`config.mk`:
```
export PLATFORM = sky130hd
export DESIGN_NAME = uart_tx_frame
export DESIGN_NICKNAME = d
export VERILOG_FILES = /design/src/rtl/uart_pkg.sv /design/src/rtl/uart_tx_fifo.sv /design/src/rtl/uart_tx_frame.sv
export SDC_FILE = /design/constraint.sdc
export NUM_CORES = 1
export LEC_CHECK = 0
export ABC_AREA = 1
export CORE_MARGIN = 4
export CORE_UTILIZATION = 30
export CTS_BUF_LIST = sky130_fd_sc_hd__clkbuf_4 sky130_fd_sc_hd__clkbuf_8
export DETAILED_ROUTE_END_ITERATION = 10
export GPL_TIMING_DRIVEN = 0
export MAX_ROUTING_LAYER = met4
export PLACE_DENSITY_LB_ADDON = 0.2
export SYNTH_ARGS = -nofsm -noshare
export SYNTH_HDL_FRONTEND = slang
export SYNTH_HIERARCHICAL = 1
export SYNTH_SLANG_ARGS = --single-unit
```
`constraint.sdc`:
```
create_clock -name clk -period 3 [get_ports clk]
set_input_delay 0.6 -clock clk [delete_from_list [all_inputs] [get_ports clk]]
set_output_delay 0.6 -clock clk [all_outputs]
set_load 0.01 [all_outputs]
```
`src/rtl/uart_pkg.sv`:
```
// Shared definitions for the UART transmitter: parity encodings, FSM states,
// frame-length and parity helpers.
package uart_pkg;

    localparam logic [1:0] PAR_NONE = 2'b00;
    localparam logic [1:0] PAR_EVEN = 2'b01;
    localparam logic [1:0] PAR_ODD  = 2'b10;

    typedef enum logic [2:0] {
        ST_IDLE   = 3'd0,
        ST_START  = 3'd1,
        ST_DATA   = 3'd2,
        ST_PARITY = 3'd3,
        ST_STOP   = 3'd4
    } tx_state_e;

    function automatic int frame_bits(input int data_w, input int stop_bits, input logic par_en);
        return data_w + stop_bits + (par_en ? 32'sd2 : 32'sd1);
    endfunction

    function automatic logic par_enabled(input logic [1:0] mode);
        return (mode == PAR_EVEN) || (mode == PAR_ODD);
    endfunction

    // Data is zero-extended to 9 bits; extra zeros do not change the XOR.
    function automatic logic parity_bit(input logic [8:0] data, input logic [1:0] mode);
        return (^data) ^ (mode == PAR_ODD);
    endfunction

endpackage

```
`src/rtl/uart_tx_fifo.sv`:
```
// Single-clock first-word-fall-through FIFO feeding the UART serialiser.
module uart_tx_fifo #(
    parameter int DEPTH = 16,
    parameter int WIDTH = 10
) (
    input  logic             clk,
    input  logic             rst_n,
    input  logic             push_i,
    input  logic             pop_i,
    input  logic [WIDTH-1:0] din_i,
    output logic [WIDTH-1:0] dout_o,
    output logic             full_o,
    output logic             empty_o
);

    localparam int AW = $clog2(DEPTH);
    localparam int CW = $clog2(DEPTH + 1);

    logic [WIDTH-1:0] mem_q [DEPTH];
    logic [AW-1:0]    wr_q, wr_d, rd_q, rd_d;
    logic [CW-1:0]    cnt_q, cnt_d;
    logic             do_push_s, do_pop_s;

    assign full_o    = (cnt_q == CW'(DEPTH));
    assign empty_o   = (cnt_q == CW'(0));
    assign do_pop_s  = pop_i & ~empty_o;
    // A push while full only lands when the same cycle frees a slot.
    assign do_push_s = push_i & (~full_o | do_pop_s);
    assign dout_o    = mem_q[rd_q];

    // Pointer and occupancy next-state.
    always_comb begin
        wr_d  = wr_q;
        rd_d  = rd_q;
        cnt_d = cnt_q;
        if (do_push_s) begin
            wr_d = wr_q + AW'(1);
        end else begin
            wr_d = wr_q;
        end
        if (do_pop_s) begin
            rd_d = rd_q + AW'(1);
        end else begin
            rd_d = rd_q;
        end
        case ({do_push_s, do_pop_s})
            2'b10:   cnt_d = cnt_q + CW'(1);
            2'b01:   cnt_d = cnt_q - CW'(1);
            default: cnt_d = cnt_q;
        endcase
    end

    // Pointer and occupancy registers.
    always_ff @(posedge clk or negedge rst_n) begin
        if (!rst_n) begin
            wr_q  <= '0;
            rd_q  <= '0;
            cnt_q <= '0;
        end else begin
            wr_q  <= wr_d;
            rd_q  <= rd_d;
            cnt_q <= cnt_d;
        end
    end

    // Storage array.
    always_ff @(posedge clk) begin
        if (do_push_s) begin
            mem_q[wr_q] <= din_i;
        end
    end

endmodule

```
`src/rtl/uart_tx_frame.sv`:
```
// UART transmitter: start, DATA_W data bits LSB-first, optional parity, 1-2 stop bits.
// Optional input FIFO enabled by defining UART_TX_FIFO_EN.
module uart_tx_frame
    import uart_pkg::*;
#(
    parameter int CLK_DIV    = 5208,
    parameter int DATA_W     = 8,
    parameter int STOP_BITS  = 1,
    parameter int FIFO_DEPTH = 16
) (
    input  logic              clk,
    input  logic              rst_n,
    input  logic              tx_valid_i,
    output logic              tx_ready_o,
    input  logic [DATA_W-1:0] tx_data_i,
    input  logic [1:0]        par_mode_i,
    output logic              tx_busy_o,
    output logic              rs232_tx_o
);

    localparam int                BAUD_W    = $clog2(CLK_DIV);
    localparam int                IDX_W     = $clog2(DATA_W + 1);
    localparam logic [BAUD_W-1:0] BAUD_LAST = BAUD_W'(CLK_DIV - 1);
    localparam logic [IDX_W-1:0]  IDX_LAST  = IDX_W'(DATA_W - 1);
    localparam logic              STOP_LAST = 1'(STOP_BITS - 1);

    if (CLK_DIV < 2 || CLK_DIV > 65535 || DATA_W < 5 || DATA_W > 9 ||
        STOP_BITS < 1 || STOP_BITS > 2 || FIFO_DEPTH < 2 ||
        (FIFO_DEPTH & (FIFO_DEPTH - 1)) != 0) begin : g_param_err
        $error("uart_tx_frame: illegal parameter value");
    end

    tx_state_e         state_q, state_d;
    logic [BAUD_W-1:0] baud_q, baud_d;
    logic [IDX_W-1:0]  idx_q, idx_d;
    logic              stop_q, stop_d;
    logic [DATA_W-1:0] sh_q, sh_d;
    logic              par_en_q, par_en_d;
    logic              par_bit_q, par_bit_d;
    logic              tx_q, tx_d;
    logic              busy_q;
    logic              ready_q, ready_d_s;
    logic              bit_end_s, final_s, start_s;
    logic [DATA_W-1:0] word_data_s;
    logic [1:0]        word_mode_s;

    assign bit_end_s = (baud_q == BAUD_LAST);
    assign final_s   = (state_q == ST_STOP) & bit_end_s & (stop_q == STOP_LAST);

`ifdef UART_TX_FIFO_EN
    localparam int FW = DATA_W + 2;

    logic [FW-1:0] fifo_dout_s;
    logic          fifo_full_s, fifo_empty_s, push_s;

    assign push_s     = tx_valid_i & tx_ready_o;
    assign start_s    = ~fifo_empty_s & ((state_q == ST_IDLE) | final_s);
    assign {word_mode_s, word_data_s} = fifo_dout_s;
    assign tx_ready_o = ready_q & ~fifo_full_s;
    assign ready_d_s  = 1'b1;

    uart_tx_fifo #(
        .DEPTH (FIFO_DEPTH),
        .WIDTH (FW)
    ) u_fifo (
        .clk     (clk),
        .rst_n   (rst_n),
        .push_i  (push_s),
        .pop_i   (start_s),
        .din_i   ({par_mode_i, tx_data_i}),
        .dout_o  (fifo_dout_s),
        .full_o  (fifo_full_s),
        .empty_o (fifo_empty_s)
    );
`else
    assign start_s     = tx_valid_i & ready_q;
    assign word_data_s = tx_data_i;
    assign word_mode_s = par_mode_i;
    assign tx_ready_o  = ready_q;
    // Ready is precomputed from next state so the flop is high exactly in
    // IDLE and in the final cycle of the last stop bit.
    assign ready_d_s   = (state_d == ST_IDLE) |
                         ((state_d == ST_STOP) & (baud_d == BAUD_LAST) & (stop_d == STOP_LAST));
`endif

    // Frame sequencing: next state, baud/bit counters and next line level.
    always_comb begin
        state_d   = state_q;
        idx_d     = idx_q;
        stop_d    = stop_q;
        sh_d      = sh_q;
        par_en_d  = par_en_q;
        par_bit_d = par_bit_q;
        tx_d      = tx_q;
        if (state_q == ST_IDLE || bit_end_s) begin
            baud_d = '0;
        end else begin
            baud_d = baud_q + BAUD_W'(1);
        end

        case (state_q)
            ST_IDLE: begin
                tx_d = 1'b1;
            end
            ST_START: begin
                if (bit_end_s) begin
                    state_d = ST_DATA;
                    idx_d   = '0;
                    tx_d    = sh_q[0];
                    sh_d    = {1'b0, sh_q[DATA_W-1:1]};
                end else begin
                    state_d = ST_START;
                end
            end
            ST_DATA: begin
                if (bit_end_s && idx_q == IDX_LAST) begin
                    if (par_en_q) begin
                        state_d = ST_PARITY;
                        tx_d    = par_bit_q;
                    end else begin
                        state_d = ST_STOP;
                        stop_d  = 1'b0;
                        tx_d    = 1'b1;
                    end
                end else if (bit_end_s) begin
                    idx_d = idx_q + IDX_W'(1);
                    tx_d  = sh_q[0];
                    sh_d  = {1'b0, sh_q[DATA_W-1:1]};
                end else begin
                    state_d = ST_DATA;
                end
            end
            ST_PARITY: begin
                if (bit_end_s) begin
                    state_d = ST_STOP;
                    stop_d  = 1'b0;
                    tx_d    = 1'b1;
                end else begin
                    state_d = ST_PARITY;
                end
            end
            ST_STOP: begin
                if (bit_end_s && stop_q == STOP_LAST) begin
                    state_d = ST_IDLE;
                    tx_d    = 1'b1;
                end else if (bit_end_s) begin
                    stop_d = 1'b1;
                end else begin
                    state_d = ST_STOP;
                end
            end
            default: begin
                state_d = ST_IDLE;
                tx_d    = 1'b1;
            end
        endcase

        // A new word overrides the IDLE/last-stop outcome and starts at once.
        if (start_s) begin
            state_d   = ST_START;
            baud_d    = '0;
            idx_d     = '0;
            stop_d    = 1'b0;
            sh_d      = word_data_s;
            par_en_d  = par_enabled(word_mode_s);
            par_bit_d = parity_bit(9'(word_data_s), word_mode_s);
            tx_d      = 1'b0;
        end else begin
            sh_d = sh_d;
        end
    end

    // State, counters, shift register and registered outputs.
    always_ff @(posedge clk or negedge rst_n) begin
        if (!rst_n) begin
            state_q   <= ST_IDLE;
            baud_q    <= '0;
            idx_q     <= '0;
            stop_q    <= 1'b0;
            sh_q      <= '0;
            par_en_q  <= 1'b0;
            par_bit_q <= 1'b0;
            tx_q      <= 1'b1;
            busy_q    <= 1'b0;
            ready_q   <= 1'b0;
        end else begin
            state_q   <= state_d;
            baud_q    <= baud_d;
            idx_q     <= idx_d;
            stop_q    <= stop_d;
            sh_q      <= sh_d;
            par_en_q  <= par_en_d;
            par_bit_q <= par_bit_d;
            tx_q      <= tx_d;
            busy_q    <= (state_d != ST_IDLE);
            ready_q   <= ready_d_s;
        end
    end

    assign rs232_tx_o = tx_q;
    assign tx_busy_o  = busy_q;

endmodule
```
==> results.md, run 1 <==
- Count of final hold-check violations: 0
- Compound-Gate Fraction of Synth Area: 6.17%
- Post-DR wirelength/cell: 12.8 um
- Startpoint Class: flop
- Relative slew slack: 48.2%
- Final min period: 2080 ps
- Ys async rst share: 100%
- Placed cells: 372
- Ant diodes: 0
- First-pass GRT wire length: 8650 um
- Synth Area in Adders: 1.82%
- Initial antenna violation count: 0
- Final period util: 69.4%
- CTS Root Cell: clkbuf_8
- Number of flops mapped to enable cells by yosys: 0
- Maximum vdd drop: 0.000174 V
- Vias per Instance: 4.72
- CTS tree: done
- Cts repair resizes: 0
- Die height: 91.0 um
- Most used cell, CP: nor2_1
- H-tree lvl count: 2
- Clock Latency Late Sink: 290 ps
- Synth area leaders: dfrtp_1 (40%), nand2_1 (13%), nor2_1 (8.9%), nand3_1 (5.3%), inv_1 (4.9%)
- PD cells: 557 nW/um2
- CP delay by family, top: simple AND/OR/NAND/NOR gates
- Min-Delay Path Class: primary input to asynchronous set/reset pin
- Cell chain of the critical path: ha_1 > nand2_2 > inv_2 > nand2_1 > nor2_1 > nand4_1 > nor2_1 > nor2_1 > nor2_1 > nand3_1 > a21oi_1
- Slew of the pin with the lowest slew margin: 777 ps
- DRC viols: 0
- Synth top area share: 40.0%
- Clock transition at path regs: 70 ps
- Sink Count: 34
- Pin count of the biggest net entering global routing: 35
- Post-CTS setup buffers: 0
- DR vias: 1795
- Ys flop type: dfrtp_1
- Worst Clk Skew: 5.64 ps
- CP max FO: 6
- Hpwl dp: 3720 um
- Number of antenna-violating nets in the routed design: 0
- Synth warn: 6
- Mapped Cells: 280
- Share of cells above drive strength 1: 11.6%
- Area leader, netlist: dfrtp_1
- WP buf/inv: 1
- Simple-Gate Fraction of Synth Area: 37.9%
- Number of clock buffers inserted by TritonCTS: 5
- Cell Count, Final, Fillers Out: 380
- Setup violators final: 0
- GR Overflow Total: 0
- Final RePlAce weighted congestion: 0.878
- Area growth from synthesis to layout: 16.3%
- Pleak: 0.00114 uW
- Nets: 318
- PortBufs: 15
- Flops & latches, synth: 34
- 1st-pass router iterations: 4
- Xor/xnor share of the synthesized area: 5.08%
- Largest family of logic cells by synthesized area: simple AND/OR/NAND/NOR gates
- Crit path kind: flop to flop
- Worst Setup End Kind: flop
- WP data arrival: 2280 ps
- Post-synthesis mux area share: 0%
- Routed WL: 4860 um
- Synthesized Nets: 296
- Status: finished, final reports clean
- Die Span X: 91.0 um
- Drt initial violations: 68
- Fill cells: 738
- Hold_buf cts: 0
- Initial core utilization: 31.6%
- Avg Synthesized Cell Area: 7.38 um2
- Core Rows: 29
- Total global-route track usage: 13.3%
- Max Clock Freq: 0.480 GHz
- Clock Path Buffers: 2
- Post-Syn Area: 2070 um2
- Core ar.: 6530 um2
- CP max stage delay: 440 ps
- Max_cap viols: 0
- Sequential-to-total area share from yosys stat: 41.2%
- Slowest CP cell: dfrtp_1
- Synth cell types: 32
- RSZ-0062 raised after global routing: no
- Pins Over Slew Limit: 0
- Die area: 8280 um2
- Vias in the first global route: 1848
- # IOs: 16
- CP required: 3190 ps
- Final TNS setup: 0 ps
## report_power, final
part	leakage, uW	switching, uW	internal, uW	total [uW]
registers	0.000426	81.5	558	639
logic	0.000663	186	147	333
clock network	0.0000517	171	194	365
## registers in the layout, indices dropped and copies added, names as in the netlist
name        cells
par_bit_q       1
tx_ready_o      1
stop_q          1
par_en_q        1
baud_q         13
idx_q           4
tx_busy_o       1
sh_q            8
rs232_tx_o      1
state_q         3
## path summary, 6_finish.rpt
| path | start | end | slack [ps] | depth (start not counted) |
|---|---|---|---|---|
| worst max-delay path | baud_q[0] | tx_ready_o | 920 | 11 |
| worst min-delay path | rst_n | baud_q[3] | 380 | 1 |
| worst max register to register | baud_q[0] | tx_ready_o | 920 | 11 |
| worst min register to register | sh_q[7] | sh_q[7] | 480 | 2 |
| max in group asynchronous | rst_n | sh_q[1] | 2120 | 1 |
| min in group clk | sh_q[7] | sh_q[7] | 480 | 2 |
## placed cells by master, fill, tap and decap left out, drive strengths merged, types with 2 or more instances in the layout
master and count:
nor2 56, nand3b 2, nand4 8, nor3 7, nand3 24, o21ai 5, clkbuf 8, xnor2 5
xor2 7, dfrtp 33, a21oi 5, nand2 78, ha 3, clkdlybuf4s50 14, inv 32, buf 4
a31oi 6
## cell type report
type	instances	area (um2)	share of cell area (%)
multi-input cells	210	1050	43.8
flip-flops and latches	34	852	35.5
well taps	77	96.3	4.01
repair buffers	15	145	6.04
clock inverters	1	5.00	0.208
plain buffers	4	41.3	1.72
inverters	32	120	5.00
clock buffers	7	90.1	3.75
## through the flow
stage | setup WS, ps | hold slack (ps) | power [uW] | util (%) | cell area (um2)
6_report | 917 | 382 | 1340 | 36.8 | 2400
4_1_cts | 918 | 428 | 1360 | 36.8 | 2400
3_5_place_dp | 765 | 471 | 985 | 35.3 | 2310
3_3_place_gp | 474 | 462 | 981 | 35.4 | 2310
5_1_grt | 657 | 465 | 1440 | 36.8 | 2400
2_1_floorplan | 1320 | 304 | 871 | - | 2070
## metal layers
| metal | up-vias | GRT usage, % | wire length (um) |
|---|---|---|---|
| met5 | - | - | 0 |
| met3 | 8 | 2.81 | 174 |
| met2 | 26 | 20.5 | 2250 |
| li1 | 939 | - | - |
| met1 | 822 | 17.4 | 2370 |
| met4 | 0 | 4.77 | 70 |
## cell families (layout without fill, tap and decap cells)
kind of cell             Yosys count  count (layout)
AO/OA/AOI/OAI                     20              20
XOR/XNOR                          12              12
flip-flops                        34              34
AND/OR/NAND/NOR                  175             175
adder cells (fa/ha/maj)            3               3
buffers and inverters             36              59
## synthesized netlist by cell type, types with 2 or more instances
master	n
nand2_1	74
nor2_1	49
dfrtp_1	33
inv_1	27
nand3_1	22
nand4_1	8
xor2_1	7
a31oi_1	6
nor2_2	6
nor3_1	6
inv_2	5
o21ai_0	5
xnor2_1	5
a21oi_1	4
ha_1	3
nand2_2	3
nand3b_1	2
(Power assumes the default switching activity.)
==> inputs of run 2 (changes only) <==
==> constraint.sdc (replaced) <==
create_clock -name clk -period 2.1 [get_ports clk]
set_input_delay 0.42 -clock clk [delete_from_list [all_inputs] [get_ports clk]]
set_output_delay 0.42 -clock clk [all_outputs]
set_load 0.01 [all_outputs]
==> run 2 against run 1 <==
  * Critical path depth up 1
  * First-iteration DRC count up 18%
  * Largest power group unchanged
  * Clock skew up 2.8 ps
  * Sequential share of layout area down 0.73 points
==> results.md, run 2 (same netlist as run 1, synthesis figures left out) <==
- DR vias: 1842 (was 1795)
- Critical path origin: baud_q[0] (unchanged)
- 1st-pass router iterations: 4 (unchanged)
- Total global-route track usage: 13.3% (unchanged)
- Pins Over Slew Limit: 0 (unchanged)
- Initial core utilization: 31.6% (unchanged)
- Crit path depth: 12 (was 11)
- Count of final hold-check violations: 0 (unchanged)
- Ant diodes: 0 (unchanged)
- Nets: 321 (was 318)
- Area growth from synthesis to layout: 18.9% (was 16.3%)
- Die height: 91.0 um (unchanged)
- Vias in the first global route: 1848 (unchanged)
- CP max FO: 8 (was 6)
- H-tree lvl count: 2 (unchanged)
- Final min period: 1940 ps (was 2080 ps)
- WP data arrival: 2120 ps (was 2280 ps)
- Final RePlAce weighted congestion: 0.878 (unchanged)
- # IOs: 16 (unchanged)
- Die Span X: 91.0 um (unchanged)
- Pin count of the biggest net entering global routing: 35 (unchanged)
- WP buf/inv: 2 (was 1)
- Clock transition at path regs: 80 ps (was 70 ps)
- Maximum vdd drop: 0.000248 V (was 0.000174 V)
- Final TNS setup: 0 ps (unchanged)
- Max reg flops: 13 (unchanged)
- Clock Latency Late Sink: 290 ps (about the same)
- Slew of the pin with the lowest slew margin: 770 ps (was 777 ps)
- Worst r2r path cells: 12 (was 11)
- Core ar.: 6530 um2 (unchanged)
- Top reg by flops: baud_q (unchanged)
- Slowest CP cell: dfrtp_2 (was dfrtp_1)
- Worst Setup End Kind: flop (unchanged)
- Finished layout cell area: 2460 um2 (was 2400 um2)
- Number of antenna-violating nets in the routed design: 0 (unchanged)
- CP delay by family, top: simple AND/OR/NAND/NOR gates (unchanged)
- PortBufs: 15 (unchanged)
- Top flop regs: baud_q (13), sh_q (8), idx_q (4) (unchanged)
- Most frequent cells in the layout: nand2_1 (73), nor2_1 (45), dfrtp_1 (32), inv_1 (27), nand3_1 (22) (was nand2_1 (74), nor2_1 (49), dfrtp_1 (33), inv_1 (27), nand3_1 (22))
- Max_cap viols: 0 (unchanged)
- Pleak: 0.00115 uW (was 0.00114 uW)
- RR Endpoint: idx_q[2] (was tx_ready_o)
- Max Clock Freq: 0.514 GHz (was 0.480 GHz)
- Relative slew slack: 48.7% (was 48.2%)
- Min-Delay Path Class: primary input to asynchronous set/reset pin (unchanged)
- R2R Path Start: baud_q[0] (unchanged)
- PD cells: 785 nW/um2 (was 557 nW/um2)
- Worst Clk Skew: 8.41 ps (was 5.64 ps)
- Initial antenna violation count: 0 (unchanged)
- DRC viols: 0 (unchanged)
- Number of clock buffers inserted by TritonCTS: 5 (unchanged)
- CTS Root Cell: clkbuf_8 (unchanged)
- CP max stage delay: 420 ps (was 440 ps)
- Status: finished, final reports clean (unchanged)
- Post-DR wirelength/cell: 12.7 um (was 12.8 um)
- Cell chain of the critical path: ha_2 > nand2_2 > inv_2 > nand2_1 > nor2_1 > nand4_1 > buf_4 > nand2_2 > nand2_4 > nand2_1 > xor2_1 > nor2_1 (was ha_1 > nand2_2 > inv_2 > nand2_1 > nor2_1 > nand4_1 > nor2_1 > nor2_1 > nor2_1 > nand3_1 > a21oi_1)
- Share of cells above drive strength 1: 15.4% (was 11.6%)
- Sink Count: 34 (unchanged)
- Startpoint Class: flop (unchanged)
- Area of placed instances: 2310 um2 (unchanged)
- Core Rows: 29 (unchanged)
- Clock Path Buffers: 2 (unchanged)
- First-pass GRT wire length: 8650 um (unchanged)
- GR Overflow Total: 0 (unchanged)
- Drt initial violations: 80 (was 68)
- CP endpoint: idx_q[2] (was tx_ready_o)
- Hpwl dp: 3720 um (unchanged)
- Crit path kind: flop to flop (unchanged)
- CTS tree: done (unchanged)
- Final period util: 92.6% (was 69.4%)
- R2r setup slk: 160 ps (was 920 ps)
- Routed WL: 4860 um (about the same)
- Die area: 8280 um2 (unchanged)
- Commonest non-fill, non-tap cell in the layout: nand2_1 (unchanged)
- Vias per Instance: 4.81 (was 4.72)
- Setup violators final: 0 (unchanged)
- CP required: 2280 ps (was 3190 ps)
run 2: worst min path at each step:
stage / depth (start not counted) / startpoint / slack (ps) / endpoint
floorplan: 0 / rst_n / 120 / baud_q[0]
global placement: 2 / sh_q[7] / 460 / sh_q[7]
detailed placement: 2 / sh_q[7] / 470 / sh_q[7]
CTS: 1 / rst_n / 250 / baud_q[3]
global route: 1 / rst_n / 280 / baud_q[1]
finish: 1 / rst_n / 190 / baud_q[3]
run 2: metrics by stage:
stage	util, %	instances	power, uW	setup WS, ps	hold WS, ps
floorplan	-	280	1240	415	124
global placement	35.4	372	1400	-246	462
detailed placement	35.3	372	1410	45.1	471
CTS	36.8	380	1940	18.3	248
global route	37.6	383	2070	-20.0	285
finish	37.6	383	1930	156	194
run 2: cell type report:
class	instances	area (um2)
Tap cell	77	96.3
Sequential cell	34	853
Clock buffer	7	90.1
Multi-Input combinational cell	210	1080
Clock inverter	1	5.00
Buffer	4	41.3
Timing Repair Buffer	18	168
Inverter	32	120
Fill cell	732	4070
run 2: metal layers:
| layer | vias to the layer above | part of all wire [%] | GRT usage (%) |
|---|---|---|---|
| li1 | 949 | - | - |
| met4 | 0 | 1.4 | 4.77 |
| met3 | 8 | 4.2 | 2.81 |
| met2 | 33 | 46 | 20.5 |
| met5 | - | 0 | - |
| met1 | 852 | 49 | 17.4 |
run 2: repair_timing:
item	in CTS	in global routing
endpoints found under the setup margin	0	11
gates resized for setup	0	10
setup buffers	0	3
hold buffers	0	0
run 2: power by group:
| group | internal [uW] | total [uW] | switching, uW |
|---|---|---|---|
| clock | 278 | 527 | 250 |
| sequential | 798 | 917 | 119 |
| combinational | 217 | 483 | 266 |
